[src/rtl/alu_share_arbiter.sv]
// Round-robin arbiter/sequencer sharing one 4-bit ALU between two requesters.
// Optional per-requester completion counters are enabled by defining ALU_ARB_STATS_EN.
module alu_share_arbiter #(
  parameter int DATA_W = 4,
  parameter int OP_W   = 4,
  parameter int FLAG_W = 5
) (
  input  logic              iClk,
  input  logic              iRst_n,
  input  logic              iReq0,
  input  logic              iReq1,
  input  logic [DATA_W-1:0] iA0,
  input  logic [DATA_W-1:0] iB0,
  input  logic [OP_W-1:0]   iOp0,
  input  logic [DATA_W-1:0] iA1,
  input  logic [DATA_W-1:0] iB1,
  input  logic [OP_W-1:0]   iOp1,
  output logic              oGnt0,
  output logic              oGnt1,
  output logic              oDone0,
  output logic              oDone1,
  output logic [DATA_W-1:0] oResult,
  output logic [FLAG_W-1:0] oFlags,
  output logic [DATA_W-1:0] oAluA,
  output logic [DATA_W-1:0] oAluB,
  output logic [OP_W-1:0]   oAluOp,
  input  logic [DATA_W-1:0] iAluResult,
  input  logic [FLAG_W-1:0] iAluFlags,
  output logic [7:0]        oCnt0,
  output logic [7:0]        oCnt1
);

  typedef enum logic [1:0] {
    IDLE  = 2'd0,
    ISSUE = 2'd1,
    RESP  = 2'd2
  } state_t;

  state_t state;
  state_t stateNext;

  logic last;
  logic pick1;
  logic loadOps;
  logic capture;
  logic releaseGnt;

  always_ff @(posedge iClk) begin
    if (!iRst_n) state <= IDLE;
    else         state <= stateNext;
  end

  always_comb begin
    stateNext = IDLE;
    case (state)
      IDLE:    stateNext = (iReq0 || iReq1) ? ISSUE : IDLE;
      ISSUE:   stateNext = RESP;
      RESP:    stateNext = IDLE;
      default: stateNext = IDLE;
    endcase
  end

  // On a tie, requester 1 wins only if requester 0 was served last.
  always_comb begin
    loadOps    = 1'b0;
    capture    = 1'b0;
    releaseGnt = 1'b0;
    pick1      = iReq1 && (!iReq0 || !last);
    case (state)
      IDLE:    loadOps    = iReq0 || iReq1;
      ISSUE:   capture    = 1'b1;
      default: releaseGnt = 1'b1;
    endcase
  end

  always_ff @(posedge iClk) begin
    if (!iRst_n) begin
      last    <= 1'b1;
      oGnt0   <= 1'b0;
      oGnt1   <= 1'b0;
      oDone0  <= 1'b0;
      oDone1  <= 1'b0;
      oResult <= '0;
      oFlags  <= '0;
      oAluA   <= '0;
      oAluB   <= '0;
      oAluOp  <= '0;
    end else begin
      if (loadOps) begin
        oAluA  <= pick1 ? iA1  : iA0;
        oAluB  <= pick1 ? iB1  : iB0;
        oAluOp <= pick1 ? iOp1 : iOp0;
        oGnt0  <= !pick1;
        oGnt1  <= pick1;
        last   <= pick1;
      end
      if (capture) begin
        oResult <= iAluResult;
        oFlags  <= iAluFlags;
      end
      oDone0 <= capture && oGnt0;
      oDone1 <= capture && oGnt1;
      if (releaseGnt) begin
        oGnt0 <= 1'b0;
        oGnt1 <= 1'b0;
      end
    end
  end

`ifdef ALU_ARB_STATS_EN
  logic [7:0] cnt0;
  logic [7:0] cnt1;

  always_ff @(posedge iClk) begin
    if (!iRst_n) begin
      cnt0 <= '0;
      cnt1 <= '0;
    end else begin
      if (capture && oGnt0 && cnt0 != 8'hFF) cnt0 <= cnt0 + 8'd1;
      if (capture && oGnt1 && cnt1 != 8'hFF) cnt1 <= cnt1 + 8'd1;
    end
  end

  assign oCnt0 = cnt0;
  assign oCnt1 = cnt1;
`else
  assign oCnt0 = '0;
  assign oCnt1 = '0;
`endif

endmodule
[config.mk]
export PLATFORM = sky130hd
export DESIGN_NAME = alu_share_arbiter
export DESIGN_NICKNAME = d
export VERILOG_FILES = /design/src/rtl/alu_share_arbiter.sv
export SDC_FILE = /design/constraint.sdc
export NUM_CORES = 1
export LEC_CHECK = 0
export CORE_AREA = 2 2 65 67
export CTS_BUF_LIST = sky130_fd_sc_hd__clkbuf_8
export DETAILED_ROUTE_END_ITERATION = 10
export DIE_AREA = 0 0 67 69
export GPL_TIMING_DRIVEN = 0
export PLACE_DENSITY = 0.77
export SLEW_MARGIN = 25
export SYNTH_ARGS = -nofsm -noshare
export SYNTH_HDL_FRONTEND = slang
export SYNTH_SLANG_ARGS = --single-unit
[constraint.sdc]
create_clock -name iClk -period 1.14 [get_ports iClk]
set_input_delay 0.285 -clock iClk [delete_from_list [all_inputs] [get_ports iClk]]
set_output_delay 0.285 -clock iClk [all_outputs]
set_load 0.02 [all_outputs]
==> results.ini, run 1 <==
[clock_network]
cts-buffers-inserted = 3
cts_hold_buf = 0
clock_latency_ns = 0.26
clk_pin_slew_ns = 0.09
ctsRootBufferMaster = clkbuf_8
cts_tree = built
cts.path.max_buffers = 2
clock-sinks = 28
cts-htree-levels = 1

[critical_path]
crit_chain = or2_4 -> buf_8 -> o21ai_1 -> a31oi_1
cp.required_ns = 1.30
worstSetupPathType = flop to flop
max_stage_delay_ns = 0.38
startpoint_type = flop
critPathSlowestCell = dfxtp_4
cp-end-kind = flop
worstReg2RegStart = state[0]
critPathArrivalTime_ns = 1.33
crit_family = flip-flops
rr_worst_depth = 4
cp_max_fo = 10
r2r-end = oAluB[2]
path_buf_inv = 1
r2r_setup_slack_ns = -0.03
setup.worst_path.end = oAluB[2]
crit_start = state[0]
crit_cells = 4

[cells_and_area]
drive_above_1_share_pct = 29.11
diodes = 0
nFillCells = 411
final_util_pct = 51.18
fin_nets = 275
area_delta_synth_final_pct = 57.42

[logic_synthesis]
avgSynthCellArea_um2 = 8.317
yosysSeqAreaShare_pct = 44.05
yosysUniqueCellTypes = 24
synth-seq-cells = 28
synth_warnings = 0
synth_cells = 153
netlist_area_um2 = 1272

[sta]
drv_slew = 0
timing.hold.ws_ns = 0.3161
layout_setup_ws_ns = -0.03440
setup_viol = 7
fmax_ghz = 0.8515
finClkSkew_ns = 0.002408
final.min_clock_period_ns = 1.174
timing.final.crit_share_pct = 103.0
hold_viol = 0
rsz0062_at_grt = yes

[outcome]
status = finished, violations left
violations = negative setup slack

[detailed_routing]
drt-pass1-iter-count = 4
ant_nets = 0
wl_per_cell_um = 12.03
vias_per_cell = 4.578
vias = 1314
drcViolationCount = 0
drt-total-wl_mm = 3.453
drtIter0Drc = 44

[power]
seqPwrFrac_pct = 46.2
power.internal_mw = 1.690
p_per_area_nw_per_um2 = 1191
clkPwrFrac_pct = 25.2
p_switching_mw = 0.6964
power_frac_comb_pct = 28.6
p_leak_nw = 0.9049
peakVddDrop_mv = 0.6539
p_sw_share_pct = 29.18

[die]
std_cell_rows = 23
fp.coreArea_um2 = 3914
io_pins = 78
dieHeight_um = 69
fp.dieW_um = 67
dieArea_um2 = 4623
initial_utilization_pct = 32.51

[global_routing]
antenna_found_initial = 0
grt-ovfl-total = 0
grt_max_degree = 16
grt_pass1_wl_mm = 5.520
track_usage_pct = 14.93
grt_pass1_vias = 1253

[hold_path]
hp-class = input pin to flop

[placement]
io_buffers = 61
routabilityCongestion = 0.7354
hpwlAfterDp_mm = 2.544

[job]
cap_violations = 0

-- timing repair --
action,4_1_cts,5_1_grt
buffers inserted,3,0
endpoints found under the setup margin,51,26
gates cloned,1,0
gates resized for setup,112,10
pin swaps,1,3
-- synth_stat cells --
cell type / number / area (µm²)
a21oi_1: 11 / 55.05
inv_1: 3 / 11.26
buf_6: 3 / 33.78
or2_4: 1 / 8.760
nor3b_1: 1 / 7.510
conb_1: 1 / 3.750
dfxtp_1: 28 / 560.5
clkbuf_4: 1 / 7.510
a31oi_1: 12 / 75.07
and3_1: 2 / 12.51
buf_2: 2 / 10.01
nor3b_4: 2 / 37.54
nand2b_1: 3 / 18.77
buf_4: 17 / 127.6
nand3_1: 24 / 120.1
nor2b_1: 1 / 6.260
nor2_1: 2 / 7.510
o211ai_1: 1 / 7.510
nand2_1: 21 / 78.83
o21ai_1: 8 / 40.04
nor3_1: 1 / 5.000
clkbuf_1: 2 / 7.510
clkbuf_2: 1 / 5.000
o21ai_0: 5 / 25.02
-- flip-flops by register name, indices dropped and copies added, names as in the netlist --
signal / count
oAluB: 4
oAluOp: 4
oAluA: 4
oDone0: 1
oGnt0: 1
oGnt1: 1
oFlags: 5
last: 1
state: 2
oResult: 4
oDone1: 1
-- power groups by stage --
stage	clock network [mW]	logic (mW)	registers, mW
floorplan	0	0.314	1.20
global placement	0	0.699	1.12
detailed placement	0	0.708	1.12
CTS	0.624	0.680	1.10
global route	0.662	0.745	1.11
finish	0.602	0.683	1.10
-- routing by layer --
metal	vias to the layer above	wire length [µm]	global-route usage [%]
met3	2	285	2.773
met1	588	1510	19.70
li1	666	-	-
met4	0	22	3.855
met2	58	1635	24.64
met5	-	0	0
-- stage by stage --
stage | instance area, µm² | power (mW) | setup WS, ns | TNS, ns | cells
global placement | 2002 | 1.822 | -0.4770 | -12.19 | 279
detailed placement | 2002 | 1.831 | -0.5319 | -12.72 | 279
global route | 2003 | 2.517 | -0.1018 | -0.7514 | 287
CTS | 1999 | 2.404 | -0.01859 | -0.05947 | 287
floorplan | 1329 | 1.513 | 0.03478 | 0 | 168
finish | 2003 | 2.387 | -0.03440 | -0.08777 | 287
-- area by class of cell --
class / instances / area (µm²) / share of cell area [%]
Clock buffer: 4 / 55.05 / 2.748
Inverter: 3 / 11.26 / 0.5621
Tap cell: 50 / 62.56 / 3.123
Multi-Input combinational cell: 111 / 576.8 / 28.79
Buffer: 26 / 205.2 / 10.24
Sequential cell: 28 / 569.3 / 28.42
Timing Repair Buffer: 65 / 523.0 / 26.11
-- cell usage in the layout (no fill, tap or decap), types with 2 or more instances in the layout --
master	instances
buf_6	4
conb_1	16
dfxtp_1	25
dfxtp_4	2
nand2b_1	3
a21oi_1	11
o21ai_0	4
o21ai_1	8
nand3_1	23
a31oi_1	12
clkbuf_4	4
inv_1	2
nor3b_4	2
buf_2	26
and3_1	2
clkbuf_8	4
clkdlybuf4s50_1	33
dlygate4sd2_1	2
buf_4	19
nand2_1	21
-- worst min path at each step --
| stage | start | to | slack (ns) | cells past startpoint |
|---|---|---|---|---|
| 6_report | iRst_n | last | 0.32 | 2 |
| 3_3_place_gp | oFlags[1] | oFlags[1] | 0.44 | 2 |
| 5_1_grt | iRst_n | last | 0.34 | 2 |
| 3_5_place_dp | oResult[0] | oResult[0] | 0.45 | 2 |
| 4_1_cts | oResult[0] | oResult[0] | 0.46 | 2 |
| 2_1_floorplan | iRst_n | last | 0.37 | 1 |
-- cell families (layout without fill, tap and decap cells) --
logic type | Yosys count | count (layout) | synth area share (%)
AO/OA/AOI/OAI | 37 | 37 | 15.93
buffers and inverters | 29 | 98 | 15.93
flip-flops | 28 | 28 | 44.05
other | 1 | 16 | 0.2947
AND/OR/NAND/NOR | 58 | 58 | 23.80
(Power assumes the default switching activity.)
==> inputs of run 2 (changes only) <==
Settings changed: ABC_AREA set to 1, CAP_MARGIN set to 0, CORE_AREA 2 2 65 67 to 2 2 67 69, CTS_BUF_LIST sky130_fd_sc_hd__clkbuf_8 to not set, DIE_AREA 0 0 67 69 to 0 0 69 71, PLACE_DENSITY 0.77 to 0.74.
==> results.ini, run 2 <==
[logic_synthesis]
async_reset_ff_share_pct = 0
synth_edf_count = 0
synth_cells = 178
avgSynthCellArea_um2 = 7.360
synth_area_leader_cell = dfxtp_1
synthTopCellsByCount = 56 x nand2_1, 28 x dfxtp_1, 22 x nor2_1
synth.most_common_cell = nand2_1
synthTopCellsByArea = dfxtp_1 43%, nand2_1 16%, buf_4 9.7%
yosysSeqAreaShare_pct = 42.79
synth_warnings = 0
yosysUniqueCellTypes = 18
synth_top_area_share_pct = 42.79
synth-seq-cells = 28
netlist_area_um2 = 1310
ys.flop_type = dfxtp_1

[critical_path]
crit_chain = buf_4
cp_max_fo = 3
max_stage_delay_ns = 0.37
critPathSlowestCell = dfxtp_1
crit_cells = 1
worstReg2RegStart = state[1]
worstSetupPathType = flop to output pin
path_buf_inv = 1
r2r_setup_slack_ns = 0.09
startpoint_type = flop
critPathArrivalTime_ns = 0.79
setup.worst_path.end = oGnt0
crit_start = oGnt0
rr_worst_depth = 5
r2r-end = oAluA[1]
cp-end-kind = output pin
crit_family = flip-flops
cp.required_ns = 0.85

[cells_and_area]
layout_common_cells = 56 x nand2_1, 34 x clkdlybuf4s50_1, 27 x dfxtp_1, 24 x buf_2
area_delta_synth_final_pct = 52.63
drive_above_1_share_pct = 27.13
diodes = 0
multi_input_area_um2 = 600.6
nFillCells = 465
fin_nets = 296
final_util_pct = 47.56
seqCellArea_um2 = 561.8
largest_reg_flops = 5
final_common_cell = nand2_1
layout.cells.non_filler = 310
regMostFlops = oFlags
fin_area_um2 = 1999

[detailed_routing]
vias_per_cell = 4.200
drtIter0Drc = 40
drt-pass1-iter-count = 4
drcViolationCount = 0
wl_per_cell_um = 10.30
vias = 1302
drt-total-wl_mm = 3.194
ant_nets = 0

[sta]
timing.hold.ws_ns = 0.3886
layout_setup_ws_ns = 0.06461
timing.final.crit_share_pct = 94.33
drv_slew = 0
rsz0062_at_grt = no
final.min_clock_period_ns = 1.075
setup_viol = 0
finClkSkew_ns = 0.006045
fmax_ghz = 0.9299
setup_tns_ns = 0
hold_viol = 0

[placement]
io_buffers = 60
dp_slack_ns = -0.4539
dpl-instance-area_um2 = 2032
dp_cells = 305
hpwlAfterDp_mm = 2.435
routabilityCongestion = 0.7202

[global_routing]
grt_pass1_vias = 1179
antenna_found_initial = 0
grt_pass1_wl_mm = 5.202
track_usage_pct = 12.82
grt_max_degree = 17
grt-ovfl-total = 0

[clock_network]
clock_latency_ns = 0.27
clock-sinks = 28
cts_hold_buf = 0
cts-htree-levels = 1
clk_pin_slew_ns = 0.10
cts.path.max_buffers = 2
cts_tree = built
cts-buffers-inserted = 3
ctsRootBufferMaster = clkbuf_8

[job]
cap_violations = 0

[outcome]
status = finished clean

[die]
fp.coreArea_um2 = 4204
io_pins = 78
fp.dieW_um = 69
dieHeight_um = 71
initial_utilization_pct = 31.16
std_cell_rows = 24
dieArea_um2 = 4899

[hold_path]
hp-class = input pin to flop

[power]
p_leak_nw = 0.9805
p_per_area_nw_per_um2 = 1306
power_mw = 2.612
peakVddDrop_mv = 0.5399

## run 2: cell type report
class	count	share of cell area (%)
clock buffers	3	2.065
flip-flops and latches	28	28.10
clock inverters	1	1.502
plain buffers	25	9.449
inverters	4	0.7509
well taps	52	3.254
repair buffers	62	24.84
multi-input cells	135	30.04
## run 2: kinds of logic after synthesis
family                 after synthesis  synth area share [%]
other                                1                0.2863
AOI/OAI and AO/OA                   24                 11.75
DFF                                 28                 42.79
buffers and inverters               30                 15.66
and+or+nand+nor                     95                 29.51
## run 2: per-layer routing
layer  routed length (µm)  part of all wire, %  global-route usage [%]  vias to the layer above
met1                 1374                   43                   15.33                      574
met5                    0                    0                       0                        -
met4                   48                  1.5                   5.011                        0
li1                     -                    -                       -                      685
met3                  184                  5.8                   2.422                        6
met2                 1588                   50                   22.76                       37
## run 2: worst min-delay path by stage
stage	start	endpoint	slack, ns	cells after the start
2_1_floorplan	iRst_n	oGnt0	0.43	2
3_3_place_gp	oGnt0	oDone0	0.45	2
3_5_place_dp	oGnt0	oDone0	0.45	2
4_1_cts	iReq1	oAluOp[0]	0.39	5
5_1_grt	iReq1	oAluOp[2]	0.42	5
6_report	iReq1	oAluOp[0]	0.39	5
## run 2: where the power goes
| part | switching [mW] | internal (mW) | total (mW) |
|---|---|---|---|
| logic | 0.399 | 0.327 | 0.727 |
| clock network | 0.309 | 0.470 | 0.779 |
| registers | 0.0428 | 1.06 | 1.11 |
| total | 0.751 | 1.86 | 2.61 |
## run 2: what timing repair did
| item | 4_1_cts | 5_1_grt |
|---|---|---|
| resized for setup | 102 | 7 |
| pin swaps | 1 | 0 |
| setup buffers | 2 | 0 |
| cloned | 0 | 0 |
| endpoints found under the setup margin | 50 | 17 |
==> variant 1, RTL diff (flow settings as in run 1) <==
Add a define of `ALU_ARB_STATS_EN`.
--- a/src/rtl/alu_share_arbiter.sv
+++ b/src/rtl/alu_share_arbiter.sv
@@ -2,2 +2,4 @@
 // Optional per-requester completion counters are enabled by defining ALU_ARB_STATS_EN.
+`define ALU_ARB_STATS_EN
+
 module alu_share_arbiter #(
Behaviour: not the same (a bounded check fails within 4 cycles, from zero or initial values and one cycle with iRst_n low).
==> variant 1 against run 1 <==
- the run still ends with negative setup slack left
- setup slack got worse by 0.26 ns
- area after synthesis up 53%
- design area up 70%
- sequential cell count up 16
- non-clock buffer count grew 25
- largest power group unchanged
- hold slack better by 0.054 ns
- critical path type unchanged
- clock power rose by 110%
- via count increased by 76%
- wire length rose by 100%
- fmax is 18% lower
- power up 60%
- first-iteration DRC count increased to 4.3 times the old value
- critical path depth unchanged
- highest routed layer unchanged
- die area unchanged
==> variant 1: results (changes against run 1) <==
----------------------------------------------------
[Placement]
  Routability cong. ... 0.8409 (+14%)
  I/O Buffers ... 76 (+25%)
  Placed Cells ... 354 (+27%)
  Post-placement worst setup slack ... -0.7928 ns (-0.2610 ns)

[Route]
  Routed len/inst ... 18.01 um (+50%)
  Final wirelength ... 6.952 mm (+100%)
  Via-per-instance ratio ... 6.003 (+31%)

[Hold path]
  Number of cells on the worst hold path ... 3 (+1)
  Hold-critical path endpoint ... oCnt0[0]$_SDFFE_PN0P_

[Global route]
  Largest net degree at the start of global routing ... 15 (-1)
  Via count of the first global-routing pass ... 2188 (+75%)

[Timing]
  Worst hold slack ... 0.3697 ns (+0.05356 ns)
  TNS Setup ... -4.318 ns (-4.231 ns)
  Final WS setup ... -0.2910 ns (-0.2566 ns)
  Final count of negative-setup-slack endpoints ... 43 (+36)

[Layout]
  Number of buffers outside the clock class in the layout ... 116 (+27%)
  ClkCell Share ... 3.565% (+0.82 points)
  Non-clock inverter count in the final layout ... 6 (+3)
  Fraction of layout cells with a size suffix above 1 ... 46.73% (+18 points)
  Number of multi-input combinational cells ... 162 (+46%)
  Post-synthesis to final-layout area growth ... 74.76%
  Layout filler cell count ... 201 (-51%)
  Fin nets ... 374 (+36%)

[Outcome]
  Violations in the final reports ... negative setup slack
  Outcome ... finished, violations left

[Synthesis]
  Sequential share of the synthesized area ... 45.22% (+1.2 points)
  Largest cells by area after synthesis ... sky130_fd_sc_hd__dfxtp_1 45%, sky130_fd_sc_hd__nand2_1 6.2%, sky130_fd_sc_hd__a31oi_1 5.1%
  Syn avg cell area ... 8.544 um2 (+2.7%)
  Post-synth cell types ... 36 (+50%)
  Leading post-synthesis cells by instance count ... 44 x sky130_fd_sc_hd__dfxtp_1, 32 x sky130_fd_sc_hd__nand2_1, 16 x sky130_fd_sc_hd__a31oi_1, 16 x sky130_fd_sc_hd__nand3_1, 16 x sky130_fd_sc_hd__nand4_1

[Critical path]
  Critical Path Max Stage Delay ... 0.43 ns (+0.05 ns)
  Crit path max-delay family ... compound AO/OA/AOI/OAI gates
  Worst Path Arrival ... 1.64 ns (+0.31 ns)
  Maximum fanout encountered on the critical timing path ... 3 (-7)

[CTS]
  Clock latency at the later pin of the worst-skew pair ... 0.30 ns (+0.04 ns)
  Total clock buffers created by CTS ... 5 (+2)

[Power and ir drop]
  VDD IR-drop max ... 1.073 mV (+64%)

----------------------------------------------------
==> variant 1: logic make-up (layout without fill, tap and decap cells) <==
family | after synthesis | in the layout | synth area share [%]
simple gates | 91 | 91 | 24.09
compound gates | 64 | 64 | 22.03
flops | 44 | 44 | 45.21
buf+inv | 22 | 130 | 4.816
mux | 5 | 5 | 2.569
fa+ha+maj | 2 | 2 | 1.284
==> variant 1: what timing repair did <==
item | CTS | global route
gates cloned | 1 | 1
pin swaps | 40 | 31
setup endpoints to repair | 82 | 64
setup buffers | 14 | 10
resized for setup | 233 | 87
==> variant 1: power by group <==
part / internal, mW / switching (mW) / total (mW)
Clock: 0.717 / 0.558 / 1.28
Combinational: 0.435 / 0.441 / 0.876
Sequential: 1.59 / 0.0785 / 1.67
Total: 2.75 / 1.08 / 3.82
==> variant 1: worst max-delay path by stage <==
stage,slack (ns),end,cells after the start
after floorplan,-0.29,oCnt1[2]$_SDFFE_PN0P_,4
after global placement,-0.73,oGnt0$_SDFFE_PN0P_,5
after detailed placement,-0.79,oGnt0$_SDFFE_PN0P_,5
after CTS,-0.23,oCnt1[2]$_SDFFE_PN0P_,4
after global routing,-0.33,oCnt1[2]$_SDFFE_PN0P_,4
final,-0.29,oCnt1[2]$_SDFFE_PN0P_,4
==> variant 1: routing by layer <==
metal	track usage, %	routed length [um]	part of all wire [%]
met1	33.99	2792	40
met2	46.31	3523	51
met3	8.320	463	6.7
met4	7.710	172	2.5
met5	0	0	0
==> variant 1: worst min-delay path, stage by stage <==
cell,delay (ns)
sky130_fd_sc_hd__clkbuf_2,0.18
sky130_fd_sc_hd__nand2b_1,0.11
sky130_fd_sc_hd__mux2i_1,0.06
==> variant 2, RTL diff (settings of run 1) <==
Without the edit above. Encoding of `state_t`: now one-hot (3 bits for 3 states).
--- a/src/rtl/alu_share_arbiter.sv
+++ b/src/rtl/alu_share_arbiter.sv
@@ -32,6 +32,6 @@
 
-  typedef enum logic [1:0] {
-    IDLE  = 2'd0,
-    ISSUE = 2'd1,
-    RESP  = 2'd2
+  typedef enum logic [2:0] {
+    IDLE  = 3'b001,
+    ISSUE = 3'b010,
+    RESP  = 3'b100
   } state_t;
Check against the original RTL: no difference found for any inputs over 10 cycles, from zero or initial values and one cycle with iRst_n low; not proved beyond that.
==> variant 2 against run 1 <==
- the run still ends with negative setup slack left
- area after synthesis is 14% higher
- sequential cell count is 1 higher
- count of clock-buffer cells in the layout is 2 higher
- setup slack worse by 0.26 ns
- design area is 18% higher
- power is 28% higher
- wire length is 4.2% higher
- cell count is 0.35% lower
- highest routed layer unchanged
==> variant 2: results (changes against run 1) <==
----------------------------------------------------
[Layout]
  Fin nets ... 273 (-0.73%)
  Fraction of layout cells with a size suffix above 1 ... 38.98% (+9.9 points)

[Synthesis]
  Area fraction in compound gates after synthesis ... 14.62% (-1.3 points)
  Synth Instances ... 150 (-2.0%)
  EDFF count, synth ... 0 (unchanged)
  Leading post-synthesis cells by instance count ... 29 x sky130_fd_sc_hd__dfxtp_1, 18 x sky130_fd_sc_hd__buf_4, 13 x sky130_fd_sc_hd__inv_1, 13 x sky130_fd_sc_hd__nand2_1, 10 x sky130_fd_sc_hd__nor2b_1
  Largest cells by area after synthesis ... sky130_fd_sc_hd__dfxtp_1 40%, sky130_fd_sc_hd__a221oi_2 9.3%, sky130_fd_sc_hd__buf_4 9.3%
  Xor and xnor fraction of the mapped netlist area ... 0% (unchanged)
  Multiplexer share of the synthesized area ... 6.191% (+6.2 points)
  Post-synth cell types ... 30 (+25%)
  Sequential share of the synthesized area ... 39.90% (-4.2 points)

[Route]
  Post-route met1 wirelength ... 1.453 mm (-3.8%)
  Number of vias in the routed layout ... 1285 (-2.2%)
  Via-per-instance ratio ... 4.493 (-1.9%)
  Sum of met2 wire segment lengths after detailed routing ... 1.844 mm (+13%)
  Final wirelength ... 3.598 mm (+4.2%)
  Violation count after the first detailed-route iteration ... 24 (-45%)

[Placement]
  I/O Buffers ... 60 (-1.6%)
  Hpwl dp ... 2.463 mm (-3.2%)
  Placed Cells ... 275 (-1.4%)
  Area after DPL ... 2210 um2 (+10%)
  Routability cong. ... 0.7200 (-2.1%)
  Post-placement worst setup slack ... -0.7412 ns (-0.2093 ns)

[CTS]
  Total clock buffers created by CTS ... 5 (+2)
  Maximum buffer depth of the clock tree ... 2 (unchanged)
  Clock-pin slew on the worst setup and hold paths ... 0.06 ns (-0.03 ns)
  Post-CTS setup buffer count ... 1 (-2)
  Total number of H-tree levels ... 2 (+1)
  Count of instances resized after the clock tree is built ... 121 (+8.0%)

[Global route]
  Aggregate global-route resource usage ... 15.50% (+0.57 points)
  Global-route wire length before repair ... 5.513 mm (-0.13%)
  Via count of the first global-routing pass ... 1180 (-5.8%)
  GR met1 Demand/Resource ... 18.44% (-1.3 points)
  Fraction of met3 tracks used by global routing ... 5.546% (+2.8 points)
  Largest net degree at the start of global routing ... 11 (-5)

[Power and ir drop]
  Leak ... 1.054 nW (+16%)
  VDD IR-drop max ... 0.7110 mV (+8.7%)

[Timing]
  Worst Skew ... 0.004095 ns (+0.001686 ns)
  Final WS setup ... -0.2991 ns (-0.2647 ns)
  Final count of negative-setup-slack endpoints ... 26 (+19)

[Hold path]
  Hold path start ... iRst_n

[Critical path]
  Critical Path Max Stage Delay ... 0.44 ns (+0.06 ns)
  Worst Path Arrival ... 1.65 ns (+0.32 ns)
  Maximum fanout encountered on the critical timing path ... 7 (-3)
  Crit path max-delay family ... simple AND/OR/NAND/NOR gates
  Crit path from ... state[0]$_SDFF_PN1_
  Slowest CP cell ... sky130_fd_sc_hd__a2111oi_1

[Outcome]
  Violations in the final reports ... negative setup slack
  Outcome ... finished, violations left

----------------------------------------------------
==> variant 2: power breakdown <==
group	switching (mW)	internal, mW	leakage (nW)
clock network	0.360	0.469	0.0485
registers	0.0665	1.13	0.239
logic	0.522	0.514	0.766
total	0.949	2.11	1.05
==> variant 2: area by class of cell <==
cell class	instances	area, um2
Fill cell	351	1553
Multi-Input combinational cell	98	819.5
Sequential cell	29	586.8
Timing Repair Buffer	65	544.3
Buffer	24	212.7
Clock buffer	6	82.58
Tap cell	50	62.56
Inverter	13	48.80
Clock inverter	1	3.754
==> variant 2: path summary, 6_finish.rpt <==
check                           cells after the start                    end  slack, ns
worst max-delay path                                3     oGnt1$_SDFFE_PN0P_      -0.30
worst min-delay path                                3     oGnt0$_SDFFE_PN0P_       0.30
worst max register to register                      3     oGnt1$_SDFFE_PN0P_      -0.30
worst min register to register                      2  oAluA[3]$_SDFFE_PN0P_       0.46
==> variant 2: cells by family after synthesis <==
kind of cell,after synthesis
compound gates,19
other cells,1
buf+inv,38
mux,9
simple gates,54
flops,29
